<file path="src/rtl/instr_encoder_pkg.sv">
// Shared format codes, FIFO entry layout and range helpers for the RV32I instruction encoder.
package instr_encoder_pkg;

  localparam logic [2:0] FMT_R = 3'd0;
  localparam logic [2:0] FMT_I = 3'd1;
  localparam logic [2:0] FMT_S = 3'd2;
  localparam logic [2:0] FMT_B = 3'd3;
  localparam logic [2:0] FMT_U = 3'd4;
  localparam logic [2:0] FMT_J = 3'd5;

  localparam logic [31:0] NOP_INSTR = 32'h0000_0013;

  typedef struct packed {
    logic        err;
    logic [31:0] instr;
  } fifo_entry_t;

  // True when v, read as signed, is representable in w signed bits.
  function automatic logic fits_signed(input logic [31:0] v, input int unsigned w);
    logic signed [31:0] hi;
    hi = $signed(v) >>> (w - 1);
    return (hi == 32'sd0) || (hi == -32'sd1);
  endfunction

endpackage

</file>
<file path="src/rtl/instr_encoder_imm_pack.sv">
// Combinational field/immediate packer: produces the raw instruction word and its legality.
import instr_encoder_pkg::*;

module instr_encoder_imm_pack (
  input  logic [2:0]  typ,
  input  logic [6:0]  opcode,
  input  logic [4:0]  rd,
  input  logic [4:0]  rs1,
  input  logic [4:0]  rs2,
  input  logic [2:0]  funct3,
  input  logic [6:0]  funct7,
  input  logic [31:0] imm,
  output logic [31:0] instr,
  output logic        legal
);

  logic is_shift;
  assign is_shift = (funct3 == 3'b001) || (funct3 == 3'b101);

  always_comb begin
    instr      = '0;
    legal      = 1'b0;
    instr[6:0] = opcode;
    case (typ)
      FMT_R: begin
        instr[11:7]  = rd;
        instr[14:12] = funct3;
        instr[19:15] = rs1;
        instr[24:20] = rs2;
        instr[31:25] = funct7;
        legal        = 1'b1;
      end
      FMT_I: begin
        instr[11:7]  = rd;
        instr[14:12] = funct3;
        instr[19:15] = rs1;
        if (is_shift) begin
          instr[31:25] = funct7;
          instr[24:20] = imm[4:0];
          legal        = (imm[31:5] == '0);
        end else begin
          instr[31:20] = imm[11:0];
          legal        = fits_signed(imm, 12);
        end
      end
      FMT_S: begin
        instr[11:7]  = imm[4:0];
        instr[14:12] = funct3;
        instr[19:15] = rs1;
        instr[24:20] = rs2;
        instr[31:25] = imm[11:5];
        legal        = fits_signed(imm, 12);
      end
      FMT_B: begin
        instr[7]     = imm[11];
        instr[11:8]  = imm[4:1];
        instr[14:12] = funct3;
        instr[19:15] = rs1;
        instr[24:20] = rs2;
        instr[30:25] = imm[10:5];
        instr[31]    = imm[12];
        legal        = fits_signed(imm, 13) && !imm[0];
      end
      FMT_U: begin
        instr[11:7]  = rd;
        instr[31:12] = imm[31:12];
        legal        = (imm[11:0] == '0);
      end
      FMT_J: begin
        instr[11:7]  = rd;
        instr[19:12] = imm[19:12];
        instr[20]    = imm[11];
        instr[30:21] = imm[10:1];
        instr[31]    = imm[20];
        legal        = fits_signed(imm, 21) && !imm[0];
      end
      default: legal = 1'b0;
    endcase
  end

endmodule

</file>
<file path="src/rtl/instr_encoder.sv">
// RV32I instruction encoder: packs decoded fields, queues results in a 2-entry FIFO, counts outcomes.
import instr_encoder_pkg::*;

module instr_encoder (
  input  logic        clk,
  input  logic        rst,
  input  logic        in_valid,
  output logic        in_ready,
  input  logic [2:0]  in_type,
  input  logic [6:0]  in_opcode,
  input  logic [4:0]  in_rd,
  input  logic [4:0]  in_rs1,
  input  logic [4:0]  in_rs2,
  input  logic [2:0]  in_funct3,
  input  logic [6:0]  in_funct7,
  input  logic [31:0] in_imm,
  output logic        out_valid,
  input  logic        out_ready,
  output logic [31:0] out_instr,
  output logic        out_err,
  input  logic        clr_cnt,
  output logic [15:0] cnt_ok,
  output logic [15:0] cnt_err
);

  logic [31:0] packed_instr;
  logic        packed_legal;
  fifo_entry_t push_entry;
  fifo_entry_t fifo_mem [2];
  logic        rd_ptr_reg, wr_ptr_reg;
  logic [1:0]  count_reg, count_next;
  logic        in_ready_reg;
  logic [15:0] cnt_ok_reg, cnt_err_reg;
  logic        push, pop;

  instr_encoder_imm_pack u_pack (
    .typ    (in_type),
    .opcode (in_opcode),
    .rd     (in_rd),
    .rs1    (in_rs1),
    .rs2    (in_rs2),
    .funct3 (in_funct3),
    .funct7 (in_funct7),
    .imm    (in_imm),
    .instr  (packed_instr),
    .legal  (packed_legal)
  );

  // Illegal requests are still queued, replaced by a NOP and flagged.
  assign push_entry.err   = !packed_legal;
  assign push_entry.instr = packed_legal ? packed_instr : NOP_INSTR;

  assign push       = in_valid && in_ready_reg;
  assign pop        = out_valid && out_ready;
  assign count_next = count_reg + {1'b0, push} - {1'b0, pop};

  assign in_ready  = in_ready_reg;
  assign out_valid = (count_reg != 2'd0);
  assign out_instr = fifo_mem[rd_ptr_reg].instr;
  assign out_err   = fifo_mem[rd_ptr_reg].err;
  assign cnt_ok    = cnt_ok_reg;
  assign cnt_err   = cnt_err_reg;

  always_ff @(posedge clk) begin
    if (rst) begin
      for (int i = 0; i < 2; i++) fifo_mem[i] <= '0;
      rd_ptr_reg   <= 1'b0;
      wr_ptr_reg   <= 1'b0;
      count_reg    <= 2'd0;
      in_ready_reg <= 1'b1;
      cnt_ok_reg   <= '0;
      cnt_err_reg  <= '0;
    end else begin
      if (push) begin
        fifo_mem[wr_ptr_reg] <= push_entry;
        wr_ptr_reg           <= ~wr_ptr_reg;
      end
      if (pop) rd_ptr_reg <= ~rd_ptr_reg;
      count_reg    <= count_next;
      in_ready_reg <= (count_next < 2'd2);
      // A clear in the same cycle as an accept swallows that accept's count.
      if (clr_cnt) begin
        cnt_ok_reg  <= '0;
        cnt_err_reg <= '0;
      end else if (push) begin
        if (packed_legal && cnt_ok_reg != 16'hFFFF) cnt_ok_reg <= cnt_ok_reg + 16'd1;
        if (!packed_legal && cnt_err_reg != 16'hFFFF) cnt_err_reg <= cnt_err_reg + 16'd1;
      end
    end
  end

endmodule

</file>
<file path="config.mk">
export PLATFORM = sky130hd
export DESIGN_NAME = instr_encoder
export DESIGN_NICKNAME = d
export VERILOG_FILES = /design/src/rtl/instr_encoder_pkg.sv /design/src/rtl/instr_encoder_imm_pack.sv /design/src/rtl/instr_encoder.sv
export SDC_FILE = /design/constraint.sdc
export NUM_CORES = 1
export LEC_CHECK = 0
export BUFFER_PORTS_ARGS = -buffer_cell sky130_fd_sc_hd__clkbuf_2
export CORE_ASPECT_RATIO = 0.7
export CORE_MARGIN = 1
export CORE_UTILIZATION = 48
export CTS_CLUSTER_DIAMETER = 100
export CTS_CLUSTER_SIZE = 14
export DETAILED_ROUTE_END_ITERATION = 10
export PLACE_DENSITY = 0.77
export SYNTH_ARGS = -nofsm -noshare
export SYNTH_HDL_FRONTEND = slang
export SYNTH_SLANG_ARGS = --single-unit
</file>
<file path="constraint.sdc">
create_clock -name clk -period 2.7 [get_ports clk]
set_input_delay 0.54 -clock clk [delete_from_list [all_inputs] [get_ports clk]]
set_output_delay 0.54 -clock clk [all_outputs]
set_load 0.005 [all_outputs]
</file>
# Word level (Yosys, flattened, before mapping)
# Memory sizes are Yosys's and may differ from the RTL's. A register that Yosys moved wholly into a read port is not among the register bits.
# Cells that the tools add are included.
[totals] regBits=37 ram_bits=66 in_bits=72 out_inout_bits=67 elab_cells=64 memories=1
[classes] addsub=4 order_cmp=1 eq_ne=12 n_mux=15 bitwise_logic=2 n_reduce_logical=23
[mem_list] memory="fifo_mem" words=2 width=33 read_ports=1 rd_clocked_by_memory_dff=1 write_ports=2 line="instr_encoder.sv:29" rtl="fifo_entry_t fifo_mem [2];"
[op_table] op="case mux 25 bit (6 select lines)" count=1
[op_table] op="zero test 32 bit" count=3
[op_table] op="2-to-1 mux 33 bit" count=1
[op_table] op="OR reduction 33 bit" count=1
[op_table] op="adder 16 x 1 -> 16 bit (second input constant)" count=2
[op_table] op="2-to-1 mux 32 bit" count=1
[op_table] op="inequality test 16 bit (second input constant)" count=2
[op_table] op="zero test 27 bit" count=1
[op_table] op="equality test 21 x 1 -> 1 bit (second input constant)" count=1
[op_table] op="equality test 20 x 1 -> 1 bit (second input constant)" count=1
[op_table] op="equality test 12 x 1 -> 1 bit (second input constant)" count=1
[op_table] op="zero test 12 bit" count=1
[op_table] op="2-to-1 mux 12 bit" count=1
[op_table] op="2-to-1 mux 1 bit" count=10
[op_table] op="equality test 3 bit (second input constant)" count=3
[op_table] op="equality test 3 x 1 -> 1 bit (second input constant)" count=2
[op_table] op="equality test 3 x 2 -> 1 bit (second input constant)" count=2
[op_table] op="logical AND 1 bit" count=6
[op_table] op="case mux 1 bit (6 select lines)" count=1
[op_table] op="logical OR 1 bit" count=4
[op_table] op="AND reduction 2 bit" count=2
[op_table] op="zero test 3 bit" count=1
[op_table] op="adder 2 x 1 -> 2 bit" count=1
[op_table] op="zero test 1 bit" count=2
[op_table] op="other kinds (5)" count=6

# Depth between registers and ports, before layout
# Gate-level depths: netlist of run 1.
[depth] ltp_word=7 ltp_mapped=11 depth_no_buf=9

# Cells and area by module
# From an unflattened synthesis of run 1, not the netlist that was laid out.
[hier_totals] cells_unflattened=572 hier_area_um2=5562.8
[by_module_without_submodules] module="instr_encoder" instances=1 cells_per_inst=445 area_per_inst_um2=4747.1 seq_area_each_um2=2742.6
[by_module_without_submodules] module="instr_encoder_imm_pack" instances=1 cells_per_inst=127 area_per_inst_um2=815.8 seq_area_each_um2=0.0

# Worst setup path after synthesis of run 1
# OpenSTA, ideal clock, no wires.
[synth_timing] kind="input-to-reg" from="input in_valid" to="memory fifo_mem[0][0] (netlist bit), enable pin" setup_time_ns=0.430 arrival_time_ns=2.420 required_time_ns=2.270 slack_ns=-0.150 path_stages=3 path_buffers=0 cell_sequence="and2_1 > inv_1 > o21bai_1"
[synth_rtl] item="start, declared" line="instr_encoder.sv:7" rtl="input logic in_valid,"
[synth_rtl] item="end, declared" line="instr_encoder.sv:29"

# Worst setup path in the final report of run 1
[layout_timing] from="register cnt_ok_reg[0] (netlist: cnt_ok[0])" to="register cnt_ok_reg[6] (netlist: cnt_ok[6])"
[layout_between] elab_chain_cells=3 word_cells_on_any_way=4
[layout_lines] item="start, declared" line="instr_encoder.sv:33" rtl="logic [15:0] cnt_ok_reg, cnt_err_reg;"
[layout_lines] item="start signal, assigned" line="instr_encoder.sv:86" rtl="if (packed_legal && cnt_ok_reg != 16'hFFFF) cnt_ok_reg <= cnt_ok_reg + 16'd1;"
[layout_lines] item="branches (longest 3 deep; another with adder 16 x 1 -> 16 bit)"
# Several ways; the timed one is not identified.
# A chain may end at the register's enable or synchronous reset.

==> run_results.csv, run 1 <==
group,metric,value,unit
placed_design,dp_hpwl,10100,µm
layout,largest_reg_flops,66,
drt,routedWlPerCell,16.9,µm
sta,rsz0062_at_grt,"false",
sta,worst_pin_slew,1.13,ns
worst_setup_path,arrival,2.86,ns
clock_tree,clkSlewWorstSetupHoldPaths,0.07,ns
worst_hold_path,min_path_type,"in -> reg",
floorplanning,die_y,89.6,µm
drt,vias_per_cell,5.60,
drt,antenna_left,0,
pwr,leakage,2.65,nW
floorplanning,rows,31,
sta,setup_viol,0,
floorplanning,die_w,127,µm
sta,fin_crit_sh,0.970,
grt,grt_max_degree,30,
clock_tree,cts_buffer_depth,2,
clock_tree,cts_inserted_buffers,9,
sta,slew_violations,0,
sta,max_freq,382,MHz
clock_tree,clockRootBuffer,"clkbuf_16",
worst_setup_path,crit_path_max_fanout,17,
clock_tree,cts_hold_buf,0,
placed_design,gp_congestion,0.949,
layout,fin_cells,811,
drt,vias,4544,
layout,nNetsFinal,734,
yosys,muxShareOfSynthArea,0.0808,
worst_setup_path,crit_required,2.94,ns
yosys,synth_adder_area_share,0.00950,
worst_setup_path,crit_start,"cnt_ok[0]",
yosys,synth_xor_area_frac,0.0283,
sta,hold_viol,0,
yosys,synth_edf_count,66,
floorplanning,io_pins,139,
worst_setup_path,worstReg2RegStart,"cnt_ok[0]",
drt,drc,0,
grt,overflow,0,
sta,finalClockSkew,0.00599,ns
grt,grt_pass1_wl,20600,µm
layout,synthToLayoutAreaGrowth,24.7,%
pwr,vdd_ir_drop_max,0.000363,V
layout,drive_gt1_frac,0.351,
worst_setup_path,regToRegSetupSlack,0.08,ns
yosys,ys_ff_latch,104,
grt,grt_util_all_layers,0.237,
drt,drt_iter0_markers,389,
pwr,pwr_density_cell,639,nW/µm²
yosys,ys.flop_type,"edfxtp_1",
pwr,totalPowerFinal,4.20,mW
yosys,synth_top_family_by_area,"simple AND/OR/NAND/NOR gates",
clock_tree,cts_resized,0,
yosys,ys_warn_count,0,
layout,antenna_cells,0,
clock_tree,htree_levels,3,
clock_tree,cts_tree,"yes",
yosys,yosys.cell_types.count,52,
clock_tree,clkLatencyLatePin,0.34,ns
placed_design,numPortBuffers,138,
yosys,postSynthCellCount,512,
yosys,synthArstFlopShare,0,
sta,post-route-min-period,2.62,ns
yosys,synth_area,5270,µm²
yosys,avgSynthCellArea,10.3,µm²
yosys,yosys.area_share.simple,0.237,
yosys,yosysSeqAreaShare,0.521,
floorplanning,start_util,0.501,
floorplanning,core,10500,µm²
placed_design,dp_cells,795,
worst_setup_path,cp-start-kind,"flip-flop",
yosys,syn-num-nets,588,
clock_tree,cts_setup_buffers,0,
drt,wirelength,13700,µm
layout,post-route-util,0.625,
flow_run,max-cap-violations,0,
drt,drtPass1Iterations,5,
floorplanning,dieArea,11400,µm²
grt,first_global_vias,4205,
yosys,synth_compound_area_frac,0.0945,
grt,antenna_found_initial,0,
sta,hold_slack,0.490,ns
worst_setup_path,cp-end-kind,"flip-flop",
worst_setup_path,crit_type,"reg -> reg",
layout,fillers,862,
worst_hold_path,min_from,"in_opcode[5]",
clock_tree,clock-sinks,104,
sta,max_slew_margin,0.245,
outcome,outcome,"completed",
-- layout by cell type (no fill, tap or decap), types with 6 or more instances in the layout --
master       n
a21oi_1     31
a222oi_1     6
and2_1      14
and3_1      10
buf_4       19
clkbuf_16    9
clkbuf_2   138
dfxtp_1     38
edfxtp_1    66
inv_1        6
mux2_2      36
nand2_1     18
nand2b_1     6
nand3_1     12
nand4_1     15
nor2_1      93
nor2b_1     20
nor3_1      10
nor4_1      11
o21ai_0      8
or3_1       13
or4_1        7
xnor2_1     15
-- power breakdown --
part,switching (mW),total (mW),leakage (nW),internal (mW)
sequential,0.0622,1.93,1.01,1.86
combinational,0.485,0.947,1.49,0.463
clock,0.597,1.33,0.151,0.731
-- per-stage QoR --
step / cell area [µm²] / setup TNS (ns) / setup slack [ns]
2_1_floorplan: 5270 / 0 / 0.344
3_3_place_gp: 6270 / 0 / 0.0244
3_5_place_dp: 6270 / -0.0552 / -0.0552
4_1_cts: 6570 / 0 / 0.121
5_1_grt: 6570 / 0 / 0.0466
6_report: 6570 / 0 / 0.0818
-- worst paths after layout --
path                                  endpoint  depth (start not counted)
worst min-delay path            fifo_mem[1][5]                          2
worst min register to register      cnt_ok[11]                          2
worst max register to register       cnt_ok[6]                          9
worst max-delay path                 cnt_ok[6]                          9
-- cell type report --
cell class              count  area, µm²  area share
well taps                 148        185      0.0282
clock inverters             7       78.8      0.0120
clock buffers               9        225      0.0343
inverters                   6       22.5     0.00343
flip-flops and latches    104       2740       0.417
repair buffers            162        933       0.142
multi-input cells         375       2380       0.363
-- layer usage --
| metal | wire, µm | global-route usage | part of all wire | up-vias |
|---|---|---|---|---|
| met5 | 0 | 0 | 0 | - |
| met4 | 113 | 0.0649 | 0.0083 | 0 |
| met3 | 1010 | 0.0563 | 0.074 | 12 |
| met2 | 6420 | 0.382 | 0.47 | 195 |
| met1 | 6140 | 0.324 | 0.45 | 2174 |
| li1 | - | - | - | 2163 |
-- critical path: stages, from the launching register on --
cell	delay [ns]
dfxtp_1	0.46
ha_1	0.26
nand3_1	0.11
or4_1	0.53
and2_4	0.21
a22oi_4	0.42
buf_4	0.20
buf_4	0.10
nor4_1	0.04
o21a_1	0.17
-- synthesized netlist by cell type (2+ instances only) --
cell	instances	area [µm²]
a22oi_1	4	30.0
o21ai_1	3	15.0
a21oi_1	31	155
or4_1	7	52.6
nor4_1	11	68.8
inv_1	6	22.5
nand4_1	15	93.8
xor2_1	2	17.5
o21ai_2	3	26.3
nand2b_1	7	43.8
o31ai_1	3	22.5
and2_1	14	87.6
o21ai_0	8	40.0
a211oi_1	3	22.5
and3_1	10	62.6
o21a_1	3	22.5
mux2i_1	2	20.0
edfxtp_1	66	1980
or2_2	4	25.0
mux2_2	36	405
clkbuf_1	16	60.1
nor3_1	10	50.1
a222oi_1	6	60.1
buf_1	2	7.51
ha_1	4	50.1
buf_2	7	35.0
dfxtp_1	38	761
nor2b_1	20	125
a21oi_2	2	17.5
or3_1	13	81.3
nand2_1	18	67.6
xnor2_1	15	131
nand3_1	12	60.1
nor2_1	93	349
-- cell families (layout without fill, tap and decap cells) --
logic type,Yosys count,after routing
compound gates,74,74
xor+xnor,17,17
mux,38,38
simple gates,242,242
buf+inv,33,184
flops,104,104
fa+ha+maj,4,4
No activity file was read; power rests on OpenSTA's default activity.
==> run 2, diff against run 1 <==
- CORE_ASPECT_RATIO: 0.7 -> default
==> run_results.csv, run 2 (synthesis gave the netlist of run 1 again) <==
group,metric,value,unit
worst_hold_path,min_to,"cnt_err[6]",
floorplanning,rows,37,
worst_setup_path,r2r-end,"cnt_ok[0]",
worst_setup_path,crit_buf_inv,2,
pwr,leakage,2.63,nW
placed_design,numPortBuffers,138,
sta,finalClockSkew,0.0137,ns
drt,vias_per_cell,5.76,
drt,routedWlPerCell,17.0,µm
worst_setup_path,cp_slowest_cell,"or4_1",
placed_design,dp_hpwl,10200,µm
sta,max_freq,392,MHz
worst_hold_path,min_path_type,"in -> reg",
pwr,netSwitchingPower,1.07,mW
flow_run,max-cap-violations,0,
clock_tree,clock-sinks,104,
layout,nNetsFinal,740,
worst_setup_path,r2r.worst_path.cells,9,
drt,drt_iter0_markers,320,
pwr,p_int,2.83,mW
floorplanning,core,10500,µm²
clock_tree,clkSlewWorstSetupHoldPaths,0.10,ns
layout,synthToLayoutAreaGrowth,23.0,%
sta,fin_crit_sh,0.946,
sta,max_slew_margin,0.616,
drt,drtPass1Iterations,5,
grt,grt_max_degree,34,
sta,worst_pin_slew,0.576,ns
worst_setup_path,crit_path_max_fanout,9,
clock_tree,cts_hold_buf,0,
outcome,outcome,"completed",
clock_tree,cts_setup_buffers,0,
clock_tree,clkLatencyLatePin,0.36,ns
grt,grt_util_all_layers,0.241,
worst_hold_path,hold_depth,3,
sta,setup_viol,0,
worst_setup_path,critPathMaxStageDelay,0.59,ns
worst_setup_path,cp_top_family,"simple AND/OR/NAND/NOR gates",
worst_setup_path,cp-start-kind,"flip-flop",
floorplanning,start_util,0.503,
sta,hold_viol,0,
sta,slew_violations,0,
sta,post-route-min-period,2.55,ns
sta,fin_ws,0.147,ns
pwr,p_seq_frac,0.489,
floorplanning,dieArea,11400,µm²
grt,grt_pass1_wl,21500,µm
drt,vias,4635,
layout,post-route-util,0.619,
clock_tree,htree_levels,3,
clock_tree,cts_buffer_depth,2,
worst_setup_path,regToRegSetupSlack,0.15,ns
worst_setup_path,crit_required,2.94,ns
pwr,vdd_ir_drop_max,0.000298,V
clock_tree,cts_tree,"yes",
grt,first_global_vias,4500,
pwr,power_frac_comb,0.243,
worst_setup_path,cp_cell_sequence,"and4_4 -> nand2_2 -> or4_1 -> and2_4 -> a22oi_4 -> buf_4 -> buf_4 -> xor2_1 -> nor2_1",
drt,antenna_left,0,
drt,drc,0,
sta,rsz0062_at_grt,"false",
floorplanning,die_w,107,µm
worst_setup_path,crit_type,"reg -> reg",
worst_setup_path,arrival,2.79,ns
placed_design,gp_congestion,0.909,
pwr,clkPwrFrac,0.268,
floorplanning,io_pins,139,
clock_tree,clockRootBuffer,"clkbuf_8",
layout,drive_gt1_frac,0.356,
layout,mostFrequentLayoutCells,"138 x clkbuf_2, 93 x nor2_1, 66 x edfxtp_1",
worst_hold_path,min_from,"clr_cnt",
floorplanning,die_y,107,µm
placed_design,pre_cts_ws,-0.0362,ns
pwr,pwr_density_cell,603,nW/µm²
pwr,sw_frac_of_total,0.275,
worst_setup_path,cp-end-kind,"flip-flop",
clock_tree,cts_inserted_buffers,9,
grt,antenna_found_initial,0,
worst_setup_path,critPathMostFrequentCell,"buf_4",
layout,final_common_cell,"clkbuf_2",
grt,overflow,0,
layout,antenna_cells,0,
layout,largest_reg_flops,66,
clock_tree,cts_resized,0,
drt,wirelength,13700,µm
worst_setup_path,worstReg2RegStart,"cnt_ok[4]",
## run 2: worst max-delay path by stage
| stage | from | end | slack [ns] | depth (start not counted) |
|---|---|---|---|---|
| after floorplan | in_type[0] | fifo_mem[1][25] | 0.34 | 9 |
| after global placement | in_imm[27] | cnt_err[11] | 0.07 | 9 |
| after detailed placement | in_imm[27] | cnt_err[11] | -0.04 | 9 |
| after CTS | cnt_ok[4] | cnt_ok[0] | 0.13 | 9 |
| after global routing | cnt_ok[4] | cnt_ok[0] | 0.01 | 9 |
| final | cnt_ok[4] | cnt_ok[0] | 0.15 | 9 |
## run 2: power groups by stage
stage	logic [mW]	clock network (mW)	registers, mW
floorplan	0.553	0	1.94
global placement	0.929	0	1.94
detailed placement	0.940	0	1.95
CTS	0.951	1.06	1.91
global route	1.03	1.12	1.93
finish	0.948	1.05	1.91
## run 2: cell type report
| type | instances | area (µm²) |
|---|---|---|
| Fill cell | 891 | 3990 |
| Sequential cell | 104 | 2740 |
| Multi-Input combinational cell | 375 | 2380 |
| Timing Repair Buffer | 168 | 941 |
| Tap cell | 136 | 170 |
| Clock buffer | 11 | 163 |
| Clock inverter | 5 | 58.8 |
| Inverter | 6 | 22.5 |
## run 2: tightest hold or removal path, delay by kind of cell
kind / cells / cell delay (ns)
simple gates: 1 / 0.09
mux: 1 / 0.05
buf+inv: 1 / 0.09
## run 2: stage by stage
| stage | setup TNS (ns) | instance area [µm²] | hold WS (ns) | instances | power (mW) |
|---|---|---|---|---|---|
| floorplan | 0 | 5270 | 0.471 | 512 | 2.49 |
| global placement | 0 | 6260 | 0.472 | 789 | 2.87 |
| detailed placement | -0.0362 | 6260 | 0.486 | 789 | 2.89 |
| CTS | 0 | 6480 | 0.457 | 805 | 3.93 |
| global route | 0 | 6480 | 0.466 | 805 | 4.08 |
| finish | 0 | 6480 | 0.466 | 805 | 3.91 |
## run 2: per-layer routing
metal  track usage  vias up  share of wire
met5             0        -              0
met4        0.0930        0          0.021
met3        0.0474       34          0.085
met2         0.412      230           0.49
met1         0.300     2195           0.40
li1              -     2176              -
==> run 3, diff against run 2 <==
==> constraint.sdc (replaced) <==
create_clock -name clk -period 2.7 [get_ports clk]
set_input_delay 0.27 -clock clk [delete_from_list [all_inputs] [get_ports clk]]
set_output_delay 0.27 -clock clk [all_outputs]
set_load 0.005 [all_outputs]
==> run_results.csv, run 3 (synthesis gave the netlist of run 1 again) <==
group,metric,value,unit
outcome,outcome,"completed",
placed_design,dp_hpwl,9500,µm
drt,drtPass1Iterations,5,
worst_setup_path,crit_required,2.99,ns
pwr,power_frac_comb,0.239,
layout,antenna_cells,0,
drt,routedWlPerCell,16.7,µm
worst_setup_path,r2r-end,"cnt_err[11]",
floorplanning,start_util,0.503,
drt,drc,0,
drt,vias_per_cell,5.66,
grt,first_global_vias,4288,
layout,post-route-util,0.609,
worst_setup_path,cp-end-kind,"flip-flop",
layout,nNetsFinal,725,
layout,synthToLayoutAreaGrowth,20.9,%
layout,fillers,892,
pwr,totalPowerFinal,3.85,mW
floorplanning,io_pins,139,
clock_tree,cts_tree,"yes",
flow_run,max-cap-violations,0,
sta,fin_setup_tns,0,ns
clock_tree,clkSlewWorstSetupHoldPaths,0.10,ns
pwr,pwr_density_cell,605,nW/µm²
clock_tree,htree_levels,3,
pwr,p_int,2.80,mW
floorplanning,rows,37,
grt,overflow,0,
worst_setup_path,worstReg2RegStart,"cnt_err[4]",
pwr,sw_frac_of_total,0.272,
clock_tree,cts_hold_buf,0,
worst_hold_path,min_path_type,"in -> reg",
sta,setup_viol,0,
worst_hold_path,min_from,"clr_cnt",
sta,max_freq,411,MHz
grt,grt_max_degree,34,
sta,worst_pin_slew,0.724,ns
sta,fin_crit_sh,0.901,
clock_tree,cts_inserted_buffers,9,
sta,post-route-min-period,2.43,ns
layout,mostFrequentLayoutCells,"138 x clkbuf_2, 93 x nor2_1, 66 x edfxtp_1",
sta,hold_viol,0,
floorplanning,core,10500,µm²
worst_setup_path,crit_type,"reg -> reg",
pwr,clkPwrFrac,0.265,
placed_design,numPortBuffers,138,
layout,multi_input_area,2390,µm²
clock_tree,cts_resized,0,
layout,largest_reg_flops,66,
worst_setup_path,r2r.worst_path.cells,7,
drt,drt_iter0_markers,323,
worst_hold_path,min_to,"cnt_err[6]",
clock_tree,clock-sinks,104,
worst_setup_path,crit_path_max_fanout,7,
floorplanning,die_w,107,µm
sta,max_slew_margin,0.516,
pwr,netSwitchingPower,1.05,mW
grt,grt_util_all_layers,0.236,
drt,vias,4472,
clock_tree,cts_buffer_depth,2,
layout,drive_gt1_frac,0.339,
floorplanning,die_y,107,µm
worst_setup_path,arrival,2.72,ns
clock_tree,clockRootBuffer,"clkbuf_8",
grt,grt_pass1_wl,20900,µm
drt,antenna_left,0,
layout,ff_latch_area,2740,µm²
pwr,leakage,2.56,nW
sta,slew_violations,0,
layout,final_common_cell,"clkbuf_2",
worst_hold_path,hold_depth,3,
grt,antenna_found_initial,0,
pwr,p_seq_frac,0.496,
sta,finalClockSkew,0.0127,ns
pwr,vdd_ir_drop_max,0.000291,V
sta,rsz0062_at_grt,"false",
floorplanning,dieArea,11400,µm²
worst_setup_path,regToRegSetupSlack,0.27,ns
drt,wirelength,13200,µm
placed_design,gp_congestion,0.947,
worst_setup_path,cp-start-kind,"flip-flop",
clock_tree,cts_setup_buffers,0,
clock_tree,clkLatencyLatePin,0.36,ns
==> run 3: worst max-delay path by stage <==
stage | slack, ns | startpoint | cells past startpoint | end
after global placement | 0.21 | in_imm[27] | 8 | fifo_mem[1][22]
after global routing | 0.10 | cnt_err[5] | 7 | cnt_err[11]
after CTS | 0.10 | cnt_ok[4] | 7 | cnt_ok[5]
after detailed placement | 0.10 | in_type[1] | 7 | fifo_mem[0][10]
final | 0.27 | cnt_err[4] | 7 | cnt_err[11]
after floorplan | 0.06 | in_ready | 3 | fifo_mem[0][0]
==> run 3: area by class of cell <==
cell class              instances  area share
flip-flops and latches        104       0.431
repair buffers                152       0.129
inverters                       6     0.00354
clock buffers                  13      0.0285
well taps                     136      0.0267
multi-input cells             376       0.376
clock inverters                 3     0.00550
==> run 3: routing by layer <==
layer | up-vias | GRT usage | part of all wire
li1 | 2143 | - | -
met1 | 2097 | 0.302 | 0.41
met2 | 211 | 0.397 | 0.49
met3 | 21 | 0.0401 | 0.082
met4 | 0 | 0.0920 | 0.017
met5 | - | 0 | 0
==> run 3: per-stage QoR <==
step                      instances  cell area (µm²)  setup slack, ns  hold slack [ns]
after floorplan                 512             5270           0.0620            0.446
after global placement          772             6120            0.211            0.472
after detailed placement        772             6120            0.102            0.489
after CTS                       788             6330            0.100            0.178
after global routing            790             6370            0.101            0.178
final                           790             6370            0.268            0.191
==> run 3: power groups by stage <==
stage / Clock (mW) / Sequential, mW / Combinational, mW
detailed placement: 0 / 1.95 / 0.915
CTS: 1.03 / 1.91 / 0.923
floorplan: 0 / 1.94 / 0.552
global route: 1.09 / 1.93 / 1.00
global placement: 0 / 1.94 / 0.907
finish: 1.02 / 1.91 / 0.919
==> run 3: worst max-delay path, stage by stage, from the launching register on <==
cell and delay (ns):
dfxtp_1 0.38, and4_1 0.26, nand4_1 0.26, nor2_1 0.11
or3_1 0.46, or3_1 0.42, or3_1 0.33, a21oi_1 0.14
